<file path="config.mk">
export PLATFORM = sky130hd
export DESIGN_NAME = urna_multi
export DESIGN_NICKNAME = d
export VERILOG_FILES = /design/src/rtl/urna_pkg.sv /design/src/rtl/urna_sat_counter.sv /design/src/rtl/urna_multi.sv
export SDC_FILE = /design/constraint.sdc
export NUM_CORES = 1
export LEC_CHECK = 0
export ABC_AREA = 1
export ABC_CLOCK_PERIOD_IN_PS = 2260
export BUFFER_PORTS_ARGS = -buffer_cell sky130_fd_sc_hd__buf_2
export CAP_MARGIN = 20
export CELL_PAD_IN_SITES_DETAIL_PLACEMENT = 1
export CELL_PAD_IN_SITES_GLOBAL_PLACEMENT = 1
export CORE_UTILIZATION = 44
export CTS_CLUSTER_DIAMETER = 150
export DETAILED_ROUTE_END_ITERATION = 8
export GPL_TIMING_DRIVEN = 1
export PLACE_DENSITY = 0.81
export SLEW_MARGIN = 20
export SYNTH_ARGS = -nofsm -noshare
export SYNTH_HDL_FRONTEND = slang
export SYNTH_SLANG_ARGS = --single-unit
</file>
<file path="constraint.sdc">
create_clock -name clk -period 2.26 [get_ports clk]
set_clock_uncertainty 0.2 [all_clocks]
set_input_delay 0.339 -clock clk [delete_from_list [all_inputs] [get_ports clk]]
set_output_delay 0.339 -clock clk [all_outputs]
set_load 0.01 [all_outputs]
</file>
<file path="src/rtl/urna_pkg.sv">
// Shared types and vote-code decoding for the multi-candidate ballot box.
package urna_pkg;

  typedef enum logic [1:0] {
    IDLE   = 2'd0,
    ARMED  = 2'd1,
    LOCKED = 2'd2,
    CLOSED = 2'd3
  } state_t;

  localparam int unsigned BLANK_CODE = 0;

  // Tally layout: candidates 0..num_cand-1, then blank, then null.
  function automatic int unsigned vote_index(input int unsigned code,
                                             input int unsigned num_cand);
    if (code == BLANK_CODE) begin
      return num_cand;
    end else if (code <= num_cand) begin
      return code - 1;
    end else begin
      return num_cand + 1;
    end
  endfunction

endpackage

</file>
<file path="src/rtl/urna_sat_counter.sv">
// Saturating up-counter; sat flags that the count sits at its maximum.
module urna_sat_counter #(
  parameter int unsigned CNT_W = 8
) (
  input  logic             clk,
  input  logic             rst,
  input  logic             inc,
  output logic [CNT_W-1:0] count,
  output logic             sat
);

  assign sat = &count;

  always_ff @(posedge clk or posedge rst) begin
    if (rst) begin
      count <= '0;
    end else if (inc && !sat) begin
      count <= count + CNT_W'(1);
    end
  end

endmodule

</file>
<file path="src/rtl/urna_multi.sv">
// Multi-candidate ballot box: voter-session FSM, saturating tallies, post-close readout.
// Optional winner/tie scan is built when URNA_WINNER_EN is defined.
module urna_multi
  import urna_pkg::*;
#(
  parameter int unsigned NUM_CAND = 4,
  parameter int unsigned CODE_W   = 4,
  parameter int unsigned CNT_W    = 8,
  parameter int unsigned SEL_W    = $clog2(NUM_CAND + 2)
) (
  input  logic              clk,
  input  logic              rst,
  input  logic              finish,
  input  logic              swap,
  input  logic              valid,
  input  logic [CODE_W-1:0] vote_code,
  output logic              vote_status,
  output logic [1:0]        estado,
  input  logic [SEL_W-1:0]  rd_sel,
  output logic [CNT_W-1:0]  rd_count,
  output logic [CNT_W-1:0]  total_votes,
  output logic              overflow
`ifdef URNA_WINNER_EN
  ,
  output logic [SEL_W-1:0]  winner,
  output logic              tie
`endif
);

  localparam int unsigned NTALLY = NUM_CAND + 2;
  localparam int unsigned NCNT   = NUM_CAND + 3;

  state_t            state, next_state;
  logic              accept;
  int unsigned       vote_idx;
  logic [NCNT-1:0]   inc, sat;
  logic [CNT_W-1:0]  tally [NTALLY];

  // Session control; finish overrides every other transition.
  always_comb begin
    next_state = state;
    accept     = 1'b0;
    case (state)
      IDLE:    if (swap) next_state = ARMED;
      ARMED:   if (valid) begin
                 next_state = LOCKED;
                 accept     = 1'b1;
               end
      LOCKED:  if (swap) next_state = ARMED;
      default: ;
    endcase
    if (finish) next_state = CLOSED;
  end

  assign vote_idx = vote_index(32'(vote_code), NUM_CAND);

  for (genvar i = 0; i < NTALLY; i++) begin : g_tally
    assign inc[i] = accept && (vote_idx == i);
    urna_sat_counter #(.CNT_W(CNT_W)) u_cnt (
      .clk   (clk),
      .rst   (rst),
      .inc   (inc[i]),
      .count (tally[i]),
      .sat   (sat[i])
    );
  end

  assign inc[NTALLY] = accept;
  urna_sat_counter #(.CNT_W(CNT_W)) u_total (
    .clk   (clk),
    .rst   (rst),
    .inc   (inc[NTALLY]),
    .count (total_votes),
    .sat   (sat[NTALLY])
  );

  always_ff @(posedge clk or posedge rst) begin
    if (rst) begin
      state       <= IDLE;
      vote_status <= 1'b0;
      overflow    <= 1'b0;
    end else begin
      state       <= next_state;
      vote_status <= (next_state == LOCKED);
      overflow    <= overflow | (|(inc & sat));
    end
  end

  assign estado = state;

  // Tallies stay hidden until the poll is closed.
  always_comb begin
    rd_count = '0;
    if (state == CLOSED) begin
      for (int i = 0; i < NTALLY; i++) begin
        if (rd_sel == SEL_W'(i)) rd_count = tally[i];
      end
    end
  end

`ifdef URNA_WINNER_EN
  logic [SEL_W-1:0] scan_idx, best_idx;
  logic [CNT_W-1:0] best, cur;
  logic             best_tie;

  always_comb begin
    cur = '0;
    for (int i = 0; i < NUM_CAND; i++) begin
      if (scan_idx == SEL_W'(i)) cur = tally[i];
    end
  end

  // One candidate per cycle after close, then publish on the following cycle.
  always_ff @(posedge clk or posedge rst) begin
    if (rst) begin
      scan_idx <= '0;
      best_idx <= '0;
      best     <= '0;
      best_tie <= 1'b0;
      winner   <= '0;
      tie      <= 1'b0;
    end else if (state == CLOSED) begin
      if (scan_idx < SEL_W'(NUM_CAND)) begin
        if (scan_idx == '0 || cur > best) begin
          best     <= cur;
          best_idx <= scan_idx;
          best_tie <= 1'b0;
        end else if (cur == best) begin
          best_tie <= 1'b1;
        end
        scan_idx <= scan_idx + SEL_W'(1);
      end else if (scan_idx == SEL_W'(NUM_CAND)) begin
        winner   <= best_idx;
        tie      <= best_tie;
        scan_idx <= scan_idx + SEL_W'(1);
      end
    end
  end
`endif

endmodule
</file>
# ---- After elaboration in Yosys (flattened, before gate mapping)
# Cells that the tools add are included.
dict set report word_totals {
  ff_bits 60
  latchBits 0
  mem_bits_rw 0
  rom_bits 0
  in_bits 12
  elab_cells 83
  n_memories 0
}
dict set report op_classes {
  addsub 8
  n_mul 0
  n_div 0
  magnitude_cmp 1
  n_eq_ne 14
  n_shift 0
  mux 15
  bitwise 2
  n_reduce_logical 33
}
# op count
set op_table {}
lappend op_table {{32-bit by 2-bit == test with 1-bit output, second input constant} 2}
lappend op_table {{32-bit by 3-bit == test with 1-bit output, second input constant} 2}
lappend op_table {{32-bit two-way mux} 2}
lappend op_table {{8-bit by 1-bit adder with 8-bit output, second input constant} 7}
lappend op_table {{8-bit two-way mux} 7}
lappend op_table {{8-bit AND reduction} 7}
lappend op_table {{32-bit by 1-bit == test with 1-bit output, second input constant} 1}
lappend op_table {{32-bit logical NOT} 1}
lappend op_table {{1-bit logical AND} 13}
lappend op_table {{7-bit AND} 1}
lappend op_table {{1-bit logical NOT} 7}
lappend op_table {{7-bit OR reduction} 1}
lappend op_table {{2-bit == test, second input constant} 3}
lappend op_table {{3-bit by 2-bit == test with 1-bit output, second input constant} 2}
lappend op_table {{3-bit == test, second input constant} 2}
lappend op_table {{2-bit two-way mux} 3}
lappend op_table {{4-bit by 1-bit subtractor with 5-bit output, second input constant} 1}
lappend op_table {{4-bit by 3-bit <= comparator with 1-bit output, second input constant} 1}
lappend op_table {{4-bit logical NOT} 1}
lappend op_table {{2-bit one-hot mux with 2 select lines} 1}
lappend op_table {{3-bit by 1-bit == test with 1-bit output, second input constant} 1}
lappend op_table {{3-bit logical NOT} 1}
lappend op_table {{2-bit by 1-bit == test with 1-bit output, second input constant} 1}
lappend op_table {{2-bit logical NOT} 1}
lappend op_table {{other kinds (3)} 4}

# ---- Depth between registers and ports, before layout
dict set report depth {
  depth_word 8
  ltp_mapped 13
  mapped_depth_nobuf 13
}

# ---- Cells and area by module
# A second synthesis with hierarchy kept.
dict set report hier_totals {
  cells_unflattened 583
  hier_area_um2 4038.9
}
# mod n_inst cells_per_inst area_each_um2 seq_area_each_um2
set by_module_without_submodules {}
lappend by_module_without_submodules {urna_sat_counter 7 61 457.9 200.2}
lappend by_module_without_submodules {urna_multi 1 156 833.3 100.1}

# ---- Least setup slack after synthesis
# No wires, ideal clock.
dict set report synth_timing {
  kind {input to register}
  from {input vote_code[0]}
  to {register g_tally[0].u_cnt.count[5]}
  setup_time_ns 0.118
  arrival_ns 1.687
  required_time_ns 1.942
  setup_slack_ns 0.256
  cell_stages 11
  n_path_buf 0
  cell_sequence {inv_1 > ha_1 > inv_1 > a21oi_4 > nand2_2 > inv_2 > nand2_2 > nor3_4 > nand2_4 > nand2_1 > nand2_1}
}
dict set report synth_via {
  elab_chain_cells 6
  elab_cells_between_ends 8
  classes_between {1 x add/sub; 1 x order compare; 2 x mux; 4 x reduce/logical}
}
# item line_no
set synth_rtl {}
lappend synth_rtl {{start, declared} urna_multi.sv:16} ;# input logic [CODE_W-1:0] vote_code,
lappend synth_rtl {{4-bit by 1-bit subtractor with 5-bit output / 4-bit by 3-bit <= comparator with 1-bit output (equally long branches)} {urna_pkg.sv:19, urna_pkg.sv:18}}
lappend synth_rtl {{32-bit two-way mux} urna_pkg.sv:18} ;# end else if (code <= num_cand) begin
lappend synth_rtl {{32-bit two-way mux *} urna_pkg.sv:16} ;# if (code == BLANK_CODE) begin
lappend synth_rtl {{32-bit logical NOT *} urna_multi.sv:58} ;# assign inc[i] = accept && (vote_idx == i);
lappend synth_rtl {{1-bit logical AND *} urna_multi.sv:58}
lappend synth_rtl {{1-bit logical AND *} urna_sat_counter.sv:17} ;# end else if (inc && !sat) begin
lappend synth_rtl {{end signal, assigned} urna_sat_counter.sv:18} ;# count <= count + CNT_W'(1);
lappend synth_rtl {{end, declared} urna_sat_counter.sv:8} ;# output logic [CNT_W-1:0] count,
# Mark *: on every way between the ends. The rest lies on a longest branch, timed or not.
# A chain may end at the register's enable or synchronous reset.

# ---- Worst setup path after layout
dict set report layout_timing {
  from {input rd_sel[2]}
  to {output rd_count[0]}
}
dict set report layout_via {
  elab_chain_cells 8
  elab_cells_between_ends 13
  classes_between {5 x eq/ne; 7 x mux; 1 x reduce/logical}
}
# item line_no
set layout_rtl {}
lappend layout_rtl {{start, declared} urna_multi.sv:19} ;# input logic [SEL_W-1:0] rd_sel,
lappend layout_rtl {{3-bit logical NOT} urna_multi.sv:96} ;# if (rd_sel == SEL_W'(i)) rd_count = tally[i];
lappend layout_rtl {{8-bit two-way mux (5 in a row)} urna_multi.sv:96}
lappend layout_rtl {{8-bit two-way mux *} urna_multi.sv:96}
lappend layout_rtl {{8-bit two-way mux *} urna_multi.sv:94} ;# if (state == CLOSED) begin
lappend layout_rtl {{end, declared} urna_multi.sv:20} ;# output logic [CNT_W-1:0] rd_count,
# Marks and branches as above.

==> impl_metrics.py <==
metrics = {
    "synth": {
        "syn_area_mm2": 0.00382,
        "ys_seq_area_share_pct": 39.3,
        "syn_avg_cell_area_um2": 7.40,
        "synthCells": 516,
        "synth-seq-cells": 60,
        "yosysWarnings": 0,
        "yosysUniqueCellTypes": 33,
        "syn_nets": 537,
    },
    "cts": {
        "cts_hold_buf": 1,
        "post_cts_buffers": 0,
        "cts_tree": "built",
        "clk_latency_ps": 340,
        "h-tree-depth": 3,
        "cts_max_path_buffers": 2,
        "clock-sinks": 60,
        "cts_buffers": 9,
        "clockRootBuffer": "clkbuf_8",
        "cts_resized": 0,
        "clk_pin_slew_ps": 80,
    },
    "critical_path": {
        "crit_type": "in2out",
        "critPathMaxStageDelay_ps": 310,
        "worstPathMaxFanout": 6,
        "r2r_slack_ps": 140,
        "start_kind": "primary input",
        "cp_slowest_cell": "nor2_1",
        "crit_arrival_ps": 1590,
        "reg2reg_depth": 8,
        "r2r-start": "g_tally[5].u_cnt.count[1]$_DFFE_PP0P_",
        "end_kind": "output port",
        "r2r_end": "g_tally[5].u_cnt.count[5]$_DFFE_PP0P_",
        "cp.required_ps": 1720,
        "crit_chain": "buf_2 -> inv_1 -> nand2_1 -> nor2_1 -> inv_1 -> o22ai_1 -> nor2_1 -> a21oi_1 -> buf_2",
    },
    "cells_and_area": {
        "layout-drive-gt1-share_pct": 15.5,
        "area_growth_pct": 15.8,
        "n_fill_cell": 1075,
        "fin_nets": 592,
        "register_area_mm2": 0.00150,
        "finalNonFillerCells": 681,
        "multi_input_area_mm2": 0.00208,
        "antenna_cells": 0,
    },
    "drt": {
        "drtAntennaViolNets": 0,
        "drtPass1Iterations": 4,
        "dr_total_vias": 3513,
        "drt_iter0_markers": 92,
        "vias_per_cell": 5.16,
        "drt_wl_total_mm": 10.1,
        "avgRoutedWirePerCell_um": 14.9,
        "route.detailed.drc": 0,
    },
    "run_status": {
        "status": "completed",
    },
    "sta": {
        "worst-slew-pin-transition_ps": 385,
        "tns_ps": 0,
        "finalSetupViolations": 0,
        "worst_slack_ps": 133,
        "slew_headroom_pct": 74.2,
        "rsz0062_at_grt": "no",
        "finalHoldViolCount": 0,
        "fin_crit_sh_pct": 94.1,
        "fmax_mhz": 470,
        "drv_slew": 0,
        "period_minus_slack_ps": 2130,
    },
    "worst_hold_path": {
        "holdPathEnd": "estado[0]$_DFF_PP0_",
        "whs_path_depth": 3,
        "min_from": "finish",
        "hold_class": "in2reg",
    },
    "global_route": {
        "track_usage_pct": 24.4,
        "grt_pass1_wl_mm": 17.0,
        "grt_pass1_vias": 3567,
        "antenna_found_initial": 0,
        "grt-ovfl-total": 0,
        "grt_max_degree": 61,
    },
    "power_and_ir_drop": {
        "vdd_drop_max_mv": 0.277,
        "leakage_nw": 2.24,
        "power.density_mw_per_mm2": 511,
        "finalPower_mw": 2.26,
    },
    "placed_design": {
        "io_buffers": 31,
        "pre_cts_ws_ps": -35.6,
        "dp_hpwl_mm": 7.91,
        "dp_cells": 664,
        "gp_congestion": 0.796,
    },
    "die": {
        "die_w_um": 95.1,
        "die_h_um": 95.1,
        "initial_core_util_pct": 46.0,
        "fp.dieArea_mm2": 0.00905,
        "ios": 32,
        "core_area_mm2": 0.00830,
        "rows": 33,
    },
    "flow_run": {
        "drv_cap": 0,
    },
}
[cell families after synthesis]
| logic type | Yosys count | synth area share (%) |
|---|---|---|
| xor gates and xnor gates | 44 | 10.1 |
| AOI/OAI and AO/OA | 61 | 8.98 |
| and+or+nand+nor | 281 | 32.6 |
| adders and majority gates | 9 | 2.95 |
| buffers and inverters | 61 | 6.03 |
| DFF | 60 | 39.3 |
[cell usage after synthesis]
cell type	count	share of area, %
nor2b_1	1	0.16
a21oi_4	1	0.43
buf_2	1	0.13
o21bai_1	1	0.20
nor3_4	1	0.43
xor2_1	31	7.1
a31oi_1	2	0.33
dfrtp_1	60	39
nor3_2	1	0.26
nand2_4	3	0.89
o21ai_0	30	3.9
nand3_1	39	5.1
nor2_2	4	0.66
o21bai_2	1	0.30
nor3_1	11	1.4
a21oi_1	19	2.5
nand4_1	6	0.98
nand4_2	1	0.33
nor2_8	1	0.52
o21ai_2	2	0.46
nand2_2	8	1.3
inv_1	55	5.4
nor2_1	42	4.1
xnor2_1	13	3.0
o22ai_1	3	0.49
inv_2	5	0.49
nand3b_1	1	0.20
o2111ai_1	1	0.23
o21ai_1	1	0.13
nor4_1	1	0.16
nand3_2	1	0.26
nand2_1	160	16
ha_1	9	3.0
[routing by layer]
| layer | GRT usage (%) | vias to the layer above | part of all wire (%) |
|---|---|---|---|
| li1 | - | 1760 | - |
| met3 | 3.11 | 11 | 1.4 |
| met5 | 0 | - | 0 |
| met1 | 31.6 | 1721 | 48 |
| met4 | 6.82 | 0 | 1.1 |
| met2 | 42.6 | 21 | 50 |
[final cells by class]
| type | instances | share of cell area (%) |
|---|---|---|
| clock buffers | 12 | 3.51 |
| clock inverters | 4 | 1.08 |
| inverters | 60 | 5.09 |
| multi-input cells | 395 | 47.2 |
| flip-flops and latches | 60 | 34.0 |
| well taps | 105 | 2.97 |
| repair buffers | 45 | 6.23 |
[worst max-delay path by stage]
stage                     slack [ps]                                   from  depth (start not counted)                               endpoint
after floorplan                  240                                    rst                          1                    estado[0]$_DFF_PP0_
after global placement            40                           vote_code[0]                         13  g_tally[3].u_cnt.count[2]$_DFFE_PP0P_
after detailed placement         -40                           vote_code[0]                         12  g_tally[4].u_cnt.count[2]$_DFFE_PP0P_
after CTS                         80  g_tally[5].u_cnt.count[1]$_DFFE_PP0P_                          8  g_tally[5].u_cnt.count[5]$_DFFE_PP0P_
after global routing              10  g_tally[5].u_cnt.count[1]$_DFFE_PP0P_                          8  g_tally[5].u_cnt.count[5]$_DFFE_PP0P_
final                            130                              rd_sel[2]                          9                            rd_count[0]
[stage by stage]
step | util, % | hold WS (ps) | instance area [um^2]
finish | 53.3 | 70.8 | 4420
global route | 53.3 | 52.9 | 4420
CTS | 53.3 | 47.6 | 4420
detailed placement | 50.7 | 235 | 4210
global placement | 50.7 | 230 | 4210
floorplan | - | 242 | 3820
[critical path, delay by kind of cell]
kind / cells / cell delay [ps]
compound gates: 2 / 310
buf+inv: 4 / 470
simple gates: 3 / 460
[layout by cell type (no fill, tap or decap), types with 3 or more instances in the layout]
master    netlist  routed
nand2_1       160     160
dfrtp_1        60      60
inv_1          55      54
nor2_1         42      42
nand3_1        39      39
xor2_1         31      31
buf_2           1      31
o21ai_0        30      30
a21oi_1        19      19
xnor2_1        13      13
buf_4           0      12
nor3_1         11      11
clkbuf_8        0      11
ha_1            9       9
nand2_2         8       8
inv_2           5       6
nand4_1         6       6
nor2_2          4       4
nand2_4         3       3
o22ai_1         3       3
[report_power, final]
group          internal, mW  switching [mW]  leakage, nW
Combinational        0.0575           0.109         1.37
Sequential             1.08         0.00593        0.767
Clock                 0.566           0.440        0.102
[state kept, by name (all words and copies together) (netlist names)]
| name | count |
|---|---|
| g_tally.u_cnt.count | 48 |
| vote_status | 1 |
| overflow | 1 |
| estado | 2 |
| u_total.count | 8 |
Power figures use the tool's default switching activity.
